File: src/rtl/cdc_pkg.sv
// Types and helpers shared by the req/ack CDC channel controllers (sender now, receiver later).
package cdc_pkg;

    typedef enum logic [1:0] {
        IDLE    = 2'd0,
        REQ     = 2'd1,
        RELEASE = 2'd2
    } cdc_tx_state_t;

    // Bits needed to hold 0..max_val inclusive; never less than one bit.
    function automatic int tmo_width(input int max_val);
        return (max_val < 1) ? 1 : $clog2(max_val + 1);
    endfunction

endpackage

File: src/rtl/sync_fifo.sv
// Single-clock FIFO, DEPTH a power of 2: head is valid combinationally whenever !empty.
// Latency: a push is visible at head one edge later; pushes while full and pops while empty are ignored.
module sync_fifo #(
    parameter int W     = 16,
    parameter int DEPTH = 4
) (
    input  logic         clk,
    input  logic         rst,
    input  logic         push,
    input  logic [W-1:0] push_dat,
    input  logic         pop,
    output logic [W-1:0] head,
    output logic         full,
    output logic         empty
);

    localparam int AW = $clog2(DEPTH);
    localparam logic [AW:0] PTR_ONE = (AW + 1)'(1);

    logic [AW:0]  wr_ptr;
    logic [AW:0]  rd_ptr;
    logic [W-1:0] mem [DEPTH];
    logic         do_push;
    logic         do_pop;

    // The extra pointer MSB distinguishes full from empty when the index bits match.
    assign full    = (wr_ptr[AW] != rd_ptr[AW]) && (wr_ptr[AW-1:0] == rd_ptr[AW-1:0]);
    assign empty   = (wr_ptr == rd_ptr);
    assign do_push = push && !full;
    assign do_pop  = pop && !empty;
    assign head    = mem[rd_ptr[AW-1:0]];

    always_ff @(posedge clk) begin
        if (rst) begin
            wr_ptr <= '0;
            rd_ptr <= '0;
        end else begin
            if (do_push) wr_ptr <= wr_ptr + PTR_ONE;
            if (do_pop)  rd_ptr <= rd_ptr + PTR_ONE;
        end
    end

    always_ff @(posedge clk) begin
        if (do_push) mem[wr_ptr[AW-1:0]] <= push_dat;
    end

endmodule

File: src/rtl/cdc_hs_sender.sv
// Source-side 4-phase req/ack controller: buffers stream words and sends each with data held for the whole handshake.
// Latency: word into empty FIFO at edge E0 drives req/data after E1; in_ready drops only when the FIFO is full.
module cdc_hs_sender
    import cdc_pkg::*;
#(
    parameter int W       = 16,
    parameter int DEPTH   = 4,
    parameter int TIMEOUT = 1024,
    parameter int CW      = 32
) (
    input  logic          clk,
    input  logic          rst,
    input  logic          in_valid,
    output logic          in_ready,
    input  logic [W-1:0]  in_data,
    output logic          req,
    input  logic          ack,
    output logic [W-1:0]  data,
    output logic          busy,
    output logic [CW-1:0] xfer_cnt,
    output logic          timeout_err
);

    localparam int TW = tmo_width(TIMEOUT);
    localparam logic [TW-1:0] TMO_MAX = TW'(TIMEOUT);
    localparam logic [TW-1:0] TMO_ONE = TW'(1);
    localparam logic [CW-1:0] CNT_ONE = CW'(1);

    cdc_tx_state_t state;
    logic          fifo_full;
    logic          fifo_empty;
    logic          fifo_pop;
    logic [W-1:0]  fifo_head;
    logic [TW-1:0] tmo_cnt;
    logic [TW-1:0] tmo_cnt_nxt;

    assign in_ready    = !fifo_full;
    // A stale ack from a far side still leaving reset must not start a new handshake.
    assign fifo_pop    = (state == IDLE) && !fifo_empty && !ack;
    assign busy        = (state != IDLE) || !fifo_empty;
    assign tmo_cnt_nxt = (tmo_cnt == TMO_MAX) ? tmo_cnt : tmo_cnt + TMO_ONE;

    sync_fifo #(
        .W     (W),
        .DEPTH (DEPTH)
    ) u_fifo (
        .clk      (clk),
        .rst      (rst),
        .push     (in_valid),
        .push_dat (in_data),
        .pop      (fifo_pop),
        .head     (fifo_head),
        .full     (fifo_full),
        .empty    (fifo_empty)
    );

    always_ff @(posedge clk) begin
        if (rst) begin
            state       <= IDLE;
            req         <= 1'b0;
            data        <= '0;
            tmo_cnt     <= '0;
            xfer_cnt    <= '0;
            timeout_err <= 1'b0;
        end else begin
            case (state)
                IDLE: begin
                    if (fifo_pop) begin
                        data    <= fifo_head;
                        req     <= 1'b1;
                        tmo_cnt <= '0;
                        state   <= REQ;
                    end
                end
                REQ: begin
                    if (ack) begin
                        req   <= 1'b0;
                        state <= RELEASE;
                    end else begin
                        // Timeout only flags the stall; the handshake keeps waiting for ack.
                        tmo_cnt <= tmo_cnt_nxt;
                        if ((TIMEOUT != 0) && (tmo_cnt_nxt == TMO_MAX)) timeout_err <= 1'b1;
                    end
                end
                RELEASE: begin
                    if (!ack) begin
                        xfer_cnt <= xfer_cnt + CNT_ONE;
                        state    <= IDLE;
                    end
                end
                default: state <= IDLE;
            endcase
        end
    end

endmodule

File: config.mk
export PLATFORM = sky130hd
export DESIGN_NAME = cdc_hs_sender
export DESIGN_NICKNAME = d
export VERILOG_FILES = /design/src/rtl/cdc_pkg.sv /design/src/rtl/sync_fifo.sv /design/src/rtl/cdc_hs_sender.sv
export SDC_FILE = /design/constraint.sdc
export NUM_CORES = 1
export LEC_CHECK = 0
export CAP_MARGIN = 0
export CORE_ASPECT_RATIO = 0.9
export CORE_MARGIN = 2
export CORE_UTILIZATION = 50
export DETAILED_ROUTE_END_ITERATION = 7
export GPL_TIMING_DRIVEN = 0
export PLACE_DENSITY = 0.76
export RECOVER_POWER = 25
export SLEW_MARGIN = 30
export SYNTH_ARGS = -nofsm -noshare
export SYNTH_HDL_FRONTEND = slang
export SYNTH_SLANG_ARGS = --single-unit
export TNS_END_PERCENT = 1
File: constraint.sdc
create_clock -name clk -period 2 [get_ports clk]
set_input_delay 0.5 -clock clk [delete_from_list [all_inputs] [get_ports clk]]
set_output_delay 0.5 -clock clk [all_outputs]
set_load 0.02 [all_outputs]
==> key figures, run 1 <==
Status
  • Status: finished with violations
  • Failing checks: negative setup slack

Critical path
  • CP top delay family: simple AND/OR/NAND/NOR gates
  • FF-to-FF Start: xfer_cnt[16]
  • CP max stage delay: 0.40 ns
  • Buffers and inverters on the worst path: 1
  • Critical path required time: 1.50 ns
  • Critical Path Source Type: flip-flop
  • WP data arrival: 1.62 ns
  • R2r setup slk: 0 ns
  • FF-to-FF path depth: 6
  • CP max-delay cell: or3_4
  • CP cell instances: xnor2_4 -> nand3_2 -> or3_4 -> buf_6
  • Critical path startpoint: u_fifo.wr_ptr[1]
  • WS Path Type: flip-flop to output pin
  • Crit Path Max Fanout: 3
  • Crit end category: output pin
  • FF-to-FF End: xfer_cnt[30]

Layout
  • Finished Cell Area: 0.00735 mm2
  • Synth-to-layout area growth: 31.5%
  • Post-Route Utilization: 67.7%
  • Share of cells above drive strength 1: 18.2%
  • Net count, final: 596
  • Fin cells: 733
  • Ant diodes: 0

STA
  • RSZ-0062 raised after global routing: true
  • Final min period: 2.12 ns
  • Final setup viols: 2
  • Relative slew margins: 55.9%
  • Fin. Hold Viols: 0
  • Setup ws final: -0.124 ns
  • Worst Skew: 0.0126 ns
  • Final Cycle Share: 106%
  • Worst slew pin tran: 0.661 ns
  • Slew Viols, Final: 0
  • Fmax: 471 MHz

Drt
  • Initial DRC Count: 201
  • Final wirelength: 12.3 mm
  • Final ANT Viol Nets: 0
  • Via density: 5.43
  • DRC violations left: 0
  • Via count: 3983
  • DR pass1 iterations: 5
  • Routed length per instance: 16.8 um

Placed design
  • Global placement routability congestion: 0.882
  • Port Buffer Count: 70
  • Detailed placement HPWL: 7.68 mm
  • Placed insts: 685
  • Worst slack, placed: -0.759 ns
  • Dpl cell area: 0.00648 mm2

Yosys
  • Syn Area/Cell: 12.1 um2
  • Most common cell in the synthesized netlist: dfxtp_1
  • Post-synthesis cell area: 0.00559 mm2
  • Post-synth EDFFs: 64
  • Async set-reset flop share out of synthesis: 0%
  • Sequential fraction of the synthesis area: 59.1%
  • Cell taking the most area after synthesis: edfxtp_1
  • YS warnings: 0
  • Top-area cell type share of the netlist area: 34.4%
  • Synth top area cells: edfxtp_1, dfxtp_1, mux4_2, nor2_1, xnor2_1
  • Main flop type after synthesis: dfxtp_1
  • Number of synthesized register bits: 133
  • Top post-synthesis cells by count: dfxtp_1, edfxtp_1, nor2_1
  • Synth cell types: 50
  • Synth Net Count: 491
  • Cells after Synth: 463

Pwr
  • Net Sw Power: 1.77 mW
  • Pwr Total: 7.32 mW
  • Leak Pwr: 2.64 nW
  • Comb pwr share: 15.0%
  • Max VDD drop: 0.743 mV
  • Clock network fraction of total power: 42.8%
  • Power Density: 997 mW/mm2
  • Sequential Power Share: 42.1%
  • Switching share of power: 24.2%
  • Int Power: 5.55 mW

Global route
  • Total GRT Usage: 21.4%
  • Vias in the first global route: 3922
  • First-pass GRT wire length: 19.7 mm
  • Initial antenna violation count: 0
  • Largest net degree at the start of global routing: 18
  • Grt ovf: 0

Floorplan
  • Die height: 104 um
  • Core area: 0.0109 mm2
  • Initial core utilization: 51.5%
  • Die area: 0.0120 mm2
  • Die X: 115 um
  • Cell row count: 36
  • IO Count: 72

Clocking
  • Clock sinks: 133
  • CTS H-tree depth: 4
  • Clock buffer count from CTS: 17
  • Clock-pin transition on the worst setup and hold timing paths: 0.06 ns
  • Hold_buf cts: 0
  • CTS tree: built
  • CTS Buffer Depth: 2
  • Later-pin clock latency in the skew report: 0.42 ns
  • Root buf cell: clkbuf_16

Flow run
  • Max cap viols: 0

Min path
  • Hold_sp: timeout_err
  • Worst Hold Class: flip-flop to flip-flop
  • Hold Path Depth: 2
  • Hold path endpoint: timeout_err
==> final cells by class <==
| class | count | area, um2 |
|---|---|---|
| Buffer | 23 | 113 |
| Clock buffer | 19 | 443 |
| Clock inverter | 13 | 155 |
| Fill cell | 762 | 3510 |
| Inverter | 11 | 41.3 |
| Multi-Input combinational cell | 294 | 2220 |
| Sequential cell | 133 | 3330 |
| Tap cell | 152 | 190 |
| Timing Repair Buffer | 88 | 850 |
==> worst reg2reg max path: stages, from the launching register on <==
cell	delay (ns)
dfxtp_1	0.37
and3_1	0.20
nand4_1	0.16
or3_4	0.42
buf_6	0.15
or4_1	0.46
a21oi_1	0.17
==> what timing repair did <==
item / 4_1_cts / 5_1_grt
endpoints found under the hold margin: 0 / 0
pin swaps: 4 / 5
gates resized for setup: 42 / 23
buffers inserted: 11 / 7
setup endpoints to repair: 111 / 69
==> power by group through the flow <==
stage	logic [mW]	registers (mW)	clock network (mW)
floorplan	0.553	3.18	0
global placement	0.919	3.12	0
detailed placement	0.947	3.12	0
CTS	1.11	3.08	3.17
global route	1.19	3.10	3.31
finish	1.10	3.09	3.14
==> state kept, by name, summed over array words and instances (netlist names) <==
name           count
xfer_cnt          32
u_fifo.rd_ptr      3
u_fifo.wr_ptr      3
state              2
data              16
u_fifo.mem        64
req                1
tmo_cnt           11
timeout_err        1
==> routing by layer <==
layer  global-route usage [%]  vias up  wire, um
li1                         -     1923         -
met1                     27.5     1955      5370
met2                     34.3       93      6170
met3                     7.11       12       629
met4                     6.80        0       123
met5                        0        -         0
==> worst max-delay path by stage <==
stage	to	slack (ns)	cells after the start
2_1_floorplan	xfer_cnt[31]	-0.005	6
3_3_place_gp	xfer_cnt[23]	-0.75	7
3_5_place_dp	xfer_cnt[19]	-0.76	7
4_1_cts	busy	-0.16	5
5_1_grt	busy	-0.16	4
6_report	busy	-0.12	4
==> layout by cell type (no fill, tap or decap), types with 9 or more instances in the layout <==
cell type / instances
nor3_1: 9
clkbuf_16: 17
nor2_1: 58
buf_4: 20
nand4_1: 9
a21oi_1: 24
clkbuf_1: 15
nand2_1: 16
dfxtp_1: 56
edfxtp_1: 64
clkdlybuf4s50_1: 43
inv_1: 11
nand3_1: 14
mux2i_1: 19
o21ai_0: 15
mux4_2: 16
xnor2_1: 20
dlygate4sd3_1: 15
==> cells by family after synthesis <==
family | synth area share [%]
AND/OR/NAND/NOR | 15.2
flip-flops | 59.1
AO/OA/AOI/OAI | 6.20
buffers and inverters | 2.78
multiplexers | 10.1
XOR/XNOR | 4.86
adder cells (fa/ha/maj) | 1.79
==> metrics by stage <==
step | hold WS [ns] | setup TNS [ns]
final | 0.472 | -0.125
after global routing | 0.514 | -0.649
after CTS | 0.477 | -1.16
after detailed placement | 0.462 | -61.49
after global placement | 0.456 | -59.41
after floorplan | 0.478 | -0.0156
No activity file was read; power rests on OpenSTA's default activity.
==> run 2, diff against run 1 <==
==> constraint.sdc (replaced) <==
create_clock -name clk -period 1.9 [get_ports clk]
set_input_delay 0.19 -clock clk [delete_from_list [all_inputs] [get_ports clk]]
set_output_delay 0.19 -clock clk [all_outputs]
set_load 0.02 [all_outputs]
==> run 2 against run 1 <==
  * Largest cell class unchanged
  * Final cell count fell by 0.68%
  * Sequential cell count unchanged
  * Setup slack gained 0.079 ns
  * Non-clock buffer count is 5 lower
  * Sequential share of layout area about the same
  * The run still ends with negative setup slack left
  * Combinational power barely moved
  * Critical endpoint is now xfer_cnt[31]
==> key figures, run 2 (same netlist as run 1, synthesis figures left out) <==
Floorplan
  • IO Count: 72
  • Die X: 115 um
  • Die area: 0.0120 mm2
  • Initial core utilization: 51.5%
  • Core area: 0.0109 mm2
  • Cell row count: 36
  • Die height: 104 um

STA
  • Worst Skew: 0.0120 ns
  • Slew Viols, Final: 0
  • Final min period: 1.94 ns
  • Fin Hold WS: 0.266 ns
  • Worst slew pin tran: 0.649 ns
  • Final Cycle Share: 102%
  • Fin. Hold Viols: 0
  • Setup ws final: -0.0448 ns
  • Final setup viols: 3
  • RSZ-0062 raised after global routing: true
  • Setup_tns: -0.123 ns
  • Fmax: 514 MHz
  • Relative slew margins: 56.7%

Critical path
  • FF-to-FF Start: xfer_cnt[15]
  • Crit Path Max Fanout: 8
  • Critical path endpoint: xfer_cnt[31]
  • Crit end category: flip-flop
  • FF-to-FF End: xfer_cnt[31]
  • FF-to-FF path depth: 6
  • Critical path required time: 2.24 ns
  • Critical path startpoint: xfer_cnt[15]
  • Critical Path Source Type: flip-flop
  • WS Path Type: flip-flop to flip-flop
  • WP data arrival: 2.29 ns
  • R2r setup slk: -0.04 ns

Global route
  • Largest net degree at the start of global routing: 18
  • Vias in the first global route: 3869
  • Global-route track usage on met1: 26.7%
  • Grt ovf: 0
  • Met3 usage: 6.99%
  • Initial antenna violation count: 0
  • First-pass GRT wire length: 19.3 mm
  • Total GRT Usage: 20.9%
  • Global routing's busiest layer: met2
  • Grt met2 use: 33.2%

Pwr
  • Comb pwr share: 14.4%
  • Net Sw Power: 1.84 mW
  • Clock network fraction of total power: 43.1%
  • Max VDD drop: 0.780 mV
  • Power Density: 1040 mW/mm2
  • Pwr Total: 7.65 mW
  • Int Power: 5.80 mW
  • Sequential Power Share: 42.4%
  • Switching share of power: 24.1%
  • Leak Pwr: 2.48 nW

Clocking
  • CTS Buffer Depth: 2
  • CTS H-tree depth: 4
  • Clock-pin transition on the worst setup and hold timing paths: 0.05 ns
  • Later-pin clock latency in the skew report: 0.42 ns
  • Clock sinks: 133
  • CTS tree: built
  • Root buf cell: clkbuf_16
  • Clock buffer count from CTS: 17

Drt
  • Routed length per instance: 16.9 um
  • Final ANT Viol Nets: 0
  • Initial DRC Count: 225
  • Via count: 3992
  • Via density: 5.48
  • DR pass1 iterations: 4
  • Final wirelength: 12.3 mm
  • DRC violations left: 0

Flow run
  • Max cap viols: 0

Layout
  • Net count, final: 591
  • Commonest non-fill, non-tap cell in the layout: edfxtp_1
  • Max FFs per register: 64
  • Ant diodes: 0
  • Most frequent cells in the layout: edfxtp_1, nor2_1, dfxtp_1, clkdlybuf4s50_1, a21oi_1
  • Finished Cell Area: 0.00737 mm2
  • Share of cells above drive strength 1: 20.0%
  • Synth-to-layout area growth: 31.9%

Placed design
  • Detailed placement HPWL: 7.68 mm
  • Worst slack, placed: -0.624 ns
  • Global placement routability congestion: 0.882
  • Port Buffer Count: 70
  • Dpl cell area: 0.00648 mm2

Status
  • Failing checks: negative setup slack
  • Status: finished with violations

Min path
  • Worst Hold Class: input port to flip-flop
  • Hold Path Depth: 3
## run 2: what timing repair did
item	CTS	global route
endpoints found under the setup margin	113	87
gates cloned	0	0
pin swaps	4	10
hold buffers	0	0
buffers inserted	1	11
gates resized for setup	36	42
## run 2: layout make-up
class | instances | area [um2]
Inverter | 11 | 41.3
Buffer | 24 | 149
Sequential cell | 133 | 3340
Fill cell | 756 | 3490
Multi-Input combinational cell | 294 | 2260
Tap cell | 152 | 190
Timing Repair Buffer | 82 | 791
Clock buffer | 19 | 443
Clock inverter | 13 | 155
## run 2: routing by layer
| metal | wire length [um] | part of all wire, % |
|---|---|---|
| met5 | 0 | 0 |
| met4 | 126 | 1.0 |
| met3 | 795 | 6.5 |
| met2 | 6120 | 50 |
| met1 | 5250 | 43 |
## run 2: metrics by stage
step	util [%]	instances
finish	67.9	728
global route	67.9	728
CTS	66.1	718
detailed placement	59.7	685
global placement	59.7	685
floorplan	-	463
## run 2: how the worst min path moves through the flow
stage | start | to
floorplan | in_data[0] | u_fifo.mem[0][0]
global placement | timeout_err | timeout_err
detailed placement | timeout_err | timeout_err
CTS | rst | timeout_err
global route | rst | timeout_err
finish | rst | timeout_err
## run 2: worst max-delay path, cell delays in order (launching register included)
cell and delay, ns:
dfxtp_4 0.36, and3_4 0.18, nand4_1 0.15, or3_4 0.42, buf_6 0.15, or4_4 0.48, a21oi_2 0.14
## run 2: power by group through the flow
stage          logic (mW)  registers (mW)  clock network [mW]
2_1_floorplan       0.582            3.34                   0
3_3_place_gp        0.967            3.28                   0
3_5_place_dp        0.997            3.29                   0
4_1_cts              1.06            3.24                3.34
5_1_grt              1.19            3.26                3.47
6_report             1.10            3.24                3.30
